File: config.mk
export PLATFORM = sky130hd
export DESIGN_NAME = set_bit_scan
export DESIGN_NICKNAME = d
export VERILOG_FILES = /design/src/rtl/set_bit_scan.sv
export SDC_FILE = /design/constraint.sdc
export NUM_CORES = 1
export LEC_CHECK = 0
export ABC_AREA = 1
export BUFFER_PORTS_ARGS = -buffer_cell sky130_fd_sc_hd__buf_2
export CAP_MARGIN = 10
export CORE_MARGIN = 4
export CORE_UTILIZATION = 34
export CTS_CLUSTER_SIZE = 40
export DETAILED_ROUTE_END_ITERATION = 10
export GPL_TIMING_DRIVEN = 0
export HOLD_SLACK_MARGIN = 0.05
export PLACE_DENSITY_LB_ADDON = 0.15
export SLEW_MARGIN = 20
export SYNTH_ARGS = -nofsm -noshare
export SYNTH_HDL_FRONTEND = slang
export SYNTH_SLANG_ARGS = --single-unit
File: constraint.sdc
create_clock -name i_clk -period 2 [get_ports i_clk]
set_input_delay 0.2 -clock i_clk [delete_from_list [all_inputs] [get_ports i_clk]]
set_output_delay 0.2 -clock i_clk [all_outputs]
set_load 0.1 [all_outputs]
File: src/rtl/set_bit_scan.sv
// Set-bit scanner: accepts a vector, then emits the index of every set bit one per
// handshake, most- or least-significant first, with backpressure, flush and zero detect.
module set_bit_scan #(
  parameter int WIDTH     = 8,
  parameter bit MSB_FIRST = 1'b1,
  localparam int IDXW     = (WIDTH > 1) ? $clog2(WIDTH) : 1
) (
  input  logic             i_clk,
  input  logic             i_arst_n,
  input  logic [WIDTH-1:0] i_vector,
  input  logic             i_valid,
  output logic             o_ready,
  output logic [IDXW-1:0]  o_index,
  output logic             o_last,
  output logic             o_valid,
  input  logic             i_ready,
  output logic             o_zero,
  input  logic             i_flush
);

  typedef enum logic [0:0] {
    IDLE = 1'b0,
    SCAN = 1'b1
  } state_e;

  state_e           state_q, state_d;
  logic [WIDTH-1:0] residue_q, residue_d;
  logic             ready_q, ready_d;
  logic             valid_q, valid_d;
  logic             zero_q, zero_d;
  logic [IDXW-1:0]  idx_s;
  logic             last_s;
  logic [WIDTH-1:0] sel_mask_s;

  // Priority pick of the next set bit; later loop iterations win
  always_comb begin
    idx_s = '0;
    for (int i = 0; i < WIDTH; i++) begin
      if (MSB_FIRST) begin
        idx_s = residue_q[i] ? IDXW'(i) : idx_s;
      end else begin
        idx_s = residue_q[WIDTH-1-i] ? IDXW'(WIDTH-1-i) : idx_s;
      end
    end
  end

  // Single-set-bit detect and one-hot of the bit being emitted
  always_comb begin
    last_s     = (residue_q != '0) && ((residue_q & (residue_q - WIDTH'(1))) == '0);
    sel_mask_s = WIDTH'(1) << idx_s;
  end

  // Next-state logic; flush overrides every transfer
  always_comb begin
    state_d   = state_q;
    residue_d = residue_q;
    zero_d    = 1'b0;
    if (i_flush) begin
      state_d   = IDLE;
      residue_d = '0;
    end else begin
      case (state_q)
        IDLE: begin
          if (i_valid && ready_q) begin
            if (i_vector == '0) begin
              zero_d = 1'b1;
            end else begin
              residue_d = i_vector;
              state_d   = SCAN;
            end
          end else begin
            state_d = IDLE;
          end
        end
        SCAN: begin
          if (i_ready) begin
            residue_d = residue_q & ~sel_mask_s;
            state_d   = last_s ? IDLE : SCAN;
          end else begin
            state_d = SCAN;
          end
        end
        default: begin
          state_d   = IDLE;
          residue_d = '0;
        end
      endcase
    end
    ready_d = (state_d == IDLE);
    valid_d = (state_d == SCAN);
  end

  // State, residue and registered handshake flags
  always_ff @(posedge i_clk or negedge i_arst_n) begin
    if (!i_arst_n) begin
      state_q   <= IDLE;
      residue_q <= '0;
      ready_q   <= 1'b0;
      valid_q   <= 1'b0;
      zero_q    <= 1'b0;
    end else begin
      state_q   <= state_d;
      residue_q <= residue_d;
      ready_q   <= ready_d;
      valid_q   <= valid_d;
      zero_q    <= zero_d;
    end
  end

  assign o_ready = ready_q;
  assign o_valid = valid_q;
  assign o_zero  = zero_q;
  assign o_index = idx_s;
  assign o_last  = last_s;

endmodule

[Word-level counts from Yosys, hierarchy flattened]
Index checks and enable logic that the tools add are counted.
Word-level totals
  bits of input ports: 13
  bits in registers: 11
  output and inout port bits: 7
  logic and storage cells: 42
Operators by class
  add/subtract/negate cells: 1
  muxes and demuxes: 22
  equal/unequal tests: 3
  reduce and logical (&&, ||, !) cells: 6
  bitwise logic cells: 5
  shift operators: 1
Operators with widths (count)
  8-bit 2-to-1 mux: 4
  8-bit AND: 2
  8-bit zero test: 2
  8-bit one-hot mux with 2 select lines: 1
  3-bit 2-to-1 mux: 4
  1-bit 2-to-1 mux: 10
  3-bit != test, second input constant: 3
  8-bit inverter: 1
  8-bit nonzero test: 1
  1-bit by 3-bit left shift with 8-bit output, first input constant: 1
  8-bit by 1-bit subtractor with 8-bit output, second input constant: 1
  2-bit 2-to-1 mux: 2
  3-bit AND reduction: 1
  1-bit logical AND: 2
  1-bit inverter: 2
  1-bit one-hot mux with 2 select lines: 1

[Longest topological paths before layout]
  depth in word-level cells: 13
  gate-level depth with buffers: 10
  depth with buffers taken out: 10

[Worst setup path after synthesis]
Ideal clock, no wire load.
  path type: register to output
  start point: register residue_q[2]
  end point: output o_index[0]
  cell stages (with the launch flop): 6
  data arrival time: 2.166 ns
  path buffers: 0
  required time: 1.800 ns
  slack: -0.366 ns
  path through: dfrtp_1 inv_2 nand2_1 nand2_1 nand2_1 a22oi_1
Between the ends
  longest elaborated chain between the ends: 6
RTL lines
  start: declaration: RTL line 27  | logic [WIDTH-1:0] residue_q, residue_d;
  start signal: assignment: RTL line 103  | residue_q <= residue_d;
  2-bit 2-to-1 mux (2 in series): RTL line 40  | idx_s = residue_q[i] ? IDXW'(i) : idx_s;
  3-bit 2-to-1 mux (4 in series): RTL line 40
  end: declaration: RTL line 13  | output logic [IDXW-1:0] o_index,
Every way passes these cells.

[Final worst setup path]
  start point: register residue_q[7]
  end point: output o_last
Between the ends
  longest elaborated chain between the ends: 4
  elaborated cells on any way between the ends: 5
  those cells by class: add/sub (1); bitwise (1); reduce/logical (3)
RTL lines
  8-bit by 1-bit subtractor with 8-bit output: RTL line 49  | last_s = (residue_q != '0) && ((residue_q & (residue_q - WIDTH'(1))) == '0);
  8-bit AND: RTL line 49
  8-bit zero test: RTL line 49
  1-bit logical AND *: RTL line 49
  end: declaration: RTL line 14  | output logic o_last,
Mark *: on every way between the ends. The rest lies on a longest branch, timed or not.

==> impl_metrics.yaml <==
logic_synthesis:
  synth_edf_count: 0
  ys_types: 19
  synth_top_area_share_pct: 32.7
  syn_inst: 133
  syn_nets: 146
  synth_common_cells: "62 x nand2_1, 14 x nor2_1, 11 x dfrtp_1"
  syn-cell-area_um2: 842
  synth.yosys.seq_area_share_pct: 32.7
  postSynthAreaPerCell_um2: 6.33
  yosysTopAreaCell: "dfrtp_1"
  synth_flop_cell: "dfrtp_1"
  synth_most_common_cell: "nand2_1"
  yosys-top-cells-area: "dfrtp_1 33%, nand2_1 28%, nor2_1 6.2%"
  ys_warn_count: 0
  synthArstFlopShare_pct: 100
  synth-seq-cells: 11
sta:
  min_period_ns: 1.86
  post-route-period-util_pct: 92.9
  slew_viol_final: 0
  whs_ns: 0.189
  fin_setup_tns_ns: 0
  fmax_mhz: 538
  slew_headroom_pct: 67.4
  rsz0062_at_grt: "false"
  hold_viol_final: 0
  setup_viol: 0
  tightest_slew_ns: 0.492
  fin_skew_ns: 0.00692
global_route:
  grt_max_degree: 12
  track_usage_pct: 13.9
  overflow: 0
  antenna_found_initial: 0
  grt_pass1_vias: 883
  grt_pass1_wl_um: 3710
detailed_routing:
  viasPerCell: 4.59
  first_pass_iters: 4
  wl_per_cell_um: 10.7
  wl_um: 1980
  route.detailed.drc: 0
  ant_nets: 0
  vias: 850
  drt_iter0_markers: 11
layout:
  nets: 171
  drive_gt1_share_pct: 26.8
  syn_to_final_growth_pct: 21.1
  antennaDiodeCount: 0
cts:
  insertion_delay_ns: 0.27
  cts_sinks: 11
  cts_tree: "yes"
  cts_buffer_depth: 2
  cts-root-buf: "clkbuf_4"
  post_cts_buffers: 0
  clkTransAtPathRegs_ns: 0.08
  cts_buffers: 3
  cts-htree-levels: 1
power_and_ir_drop:
  clkPwrFrac_pct: 15.5
  p_sw_mw: 0.541
  switching_share_pct: 53.9
  power.density_mw_per_mm2: 985
  p_leak_nw: 0.574
  power_mw: 1.00
  ir_drop_mv: 0.737
  p_seq_share_pct: 29.0
  combinationalPowerShare_pct: 55.5
  power.internal_mw: 0.463
place:
  portBuffers: 19
  dp_hpwl_um: 1640
  gp_congestion: 0.748
outcome:
  outcome: "finished, final reports clean"
floorplan:
  initial_core_util_pct: 37.0
  die_w_um: 57.8
  core_area_mm2: 0.00228
  dieArea_mm2: 0.00334
  die_h_um: 57.8
  ios: 20
  std_cell_rows: 17
flow_run:
  cap_violations: 0
worst_hold_path:
  min_path_type: "primary input to register"
worst_setup_path:
  worstPathArrival_ns: 1.66
  path_cells: "nor2_2 -> inv_1 -> a21oi_1 -> nand3_2 -> inv_1 -> buf_6"
  slowest_delay_ns: 0.46
  cp_max_fo: 5
  end_kind: "primary output"
  slowest_stage: "dfrtp_1"
  crit_type: "register to primary output"
  startpoint_type: "register"
  cp.required_ns: 1.80
  crit_top_cell: "inv_1"
==> stage by stage <==
stage / utilization [%] / cells / area [um^2] / worst slack (ns)
after CTS: 44.6 / 185 / 1020 / 0.0897
after global routing: 44.8 / 185 / 1020 / 0.00364
after global placement: 42.9 / 180 / 977 / 0.257
final: 44.8 / 185 / 1020 / 0.143
after detailed placement: 42.9 / 180 / 977 / 0.251
after floorplan: - / 133 / 847 / 0.124
==> worst max-delay path: cells and delay by family, from the launching register on <==
kind                   cells  cell delay, ns
AO/OA/AOI/OAI              1            0.18
buffers and inverters      3            0.39
flip-flops                 1            0.46
AND/OR/NAND/NOR            2            0.35
==> logic make-up after synthesis <==
| logic type | after synthesis | share of synthesized area, % |
|---|---|---|
| DFF | 11 | 32.7 |
| buffers and inverters | 15 | 8.47 |
| AOI/OAI and AO/OA | 11 | 8.02 |
| and+or+nand+nor | 96 | 50.8 |
==> final cells by class <==
| class | count | area [um^2] |
|---|---|---|
| Fill cell | 252 | 1260 |
| Multi-Input combinational cell | 107 | 500 |
| Sequential cell | 11 | 275 |
| Timing Repair Buffer | 20 | 111 |
| Inverter | 13 | 48.8 |
| Tap cell | 28 | 35.0 |
| Clock buffer | 4 | 26.3 |
| Buffer | 2 | 22.5 |
==> what timing repair did <==
item | CTS | global route
hold buffers | 1 | 0
endpoints found under the setup margin | 1 | 1
endpoints found under the hold margin | 11 | 0
resized for setup | 1 | 1
==> worst paths after layout <==
kind	depth (start not counted)	end	slack [ns]	from
max in group asynchronous	2	residue_q[0]$_DFFE_PN0P_	1.45	i_arst_n
setup reg to reg	6	o_valid$_DFF_PN0_	0.66	residue_q[7]$_DFFE_PN0P_
min in group asynchronous	2	o_valid$_DFF_PN0_	0.33	i_arst_n
hold reg to reg	2	o_zero$_DFF_PN0_	0.57	o_ready$_DFF_PN0_
setup / recovery	6	o_last	0.14	residue_q[7]$_DFFE_PN0P_
hold / removal	3	o_zero$_DFF_PN0_	0.19	i_valid
==> layout by cell type, fill, tap and decap left out, types with 2 or more instances in the layout <==
cell,Yosys,layout
nand3_2,2,2
clkbuf_4,0,3
nand3_1,7,7
nor2_2,5,5
o21ai_0,3,3
nand2_1,62,62
inv_2,3,3
buf_2,0,18
inv_1,10,10
buf_6,2,3
o21ai_1,4,4
dfrtp_1,11,11
nor2_4,3,3
nor2_1,14,14
==> power groups by stage <==
stage	Combinational, mW	Clock, mW	Sequential, mW
5_1_grt	0.607	0.166	0.297
2_1_floorplan	0.421	0	0.321
3_3_place_gp	0.543	0	0.295
3_5_place_dp	0.547	0	0.295
4_1_cts	0.557	0.157	0.291
6_report	0.558	0.155	0.291
==> flip-flops by register name, summed over array words and instances (netlist names) <==
name and flops:
residue_q 8, o_valid 1, o_ready 1, o_zero 1
==> per-layer routing <==
layer	routed length (um)	up-vias	track usage, %	part of all wire, %
met4	14	0	3.97	0.71
li1	-	457	-	-
met2	855	17	21.3	43
met1	986	374	19.4	50
met5	0	-	0	0
met3	123	2	3.34	6.2
Power figures use the tool's default switching activity.
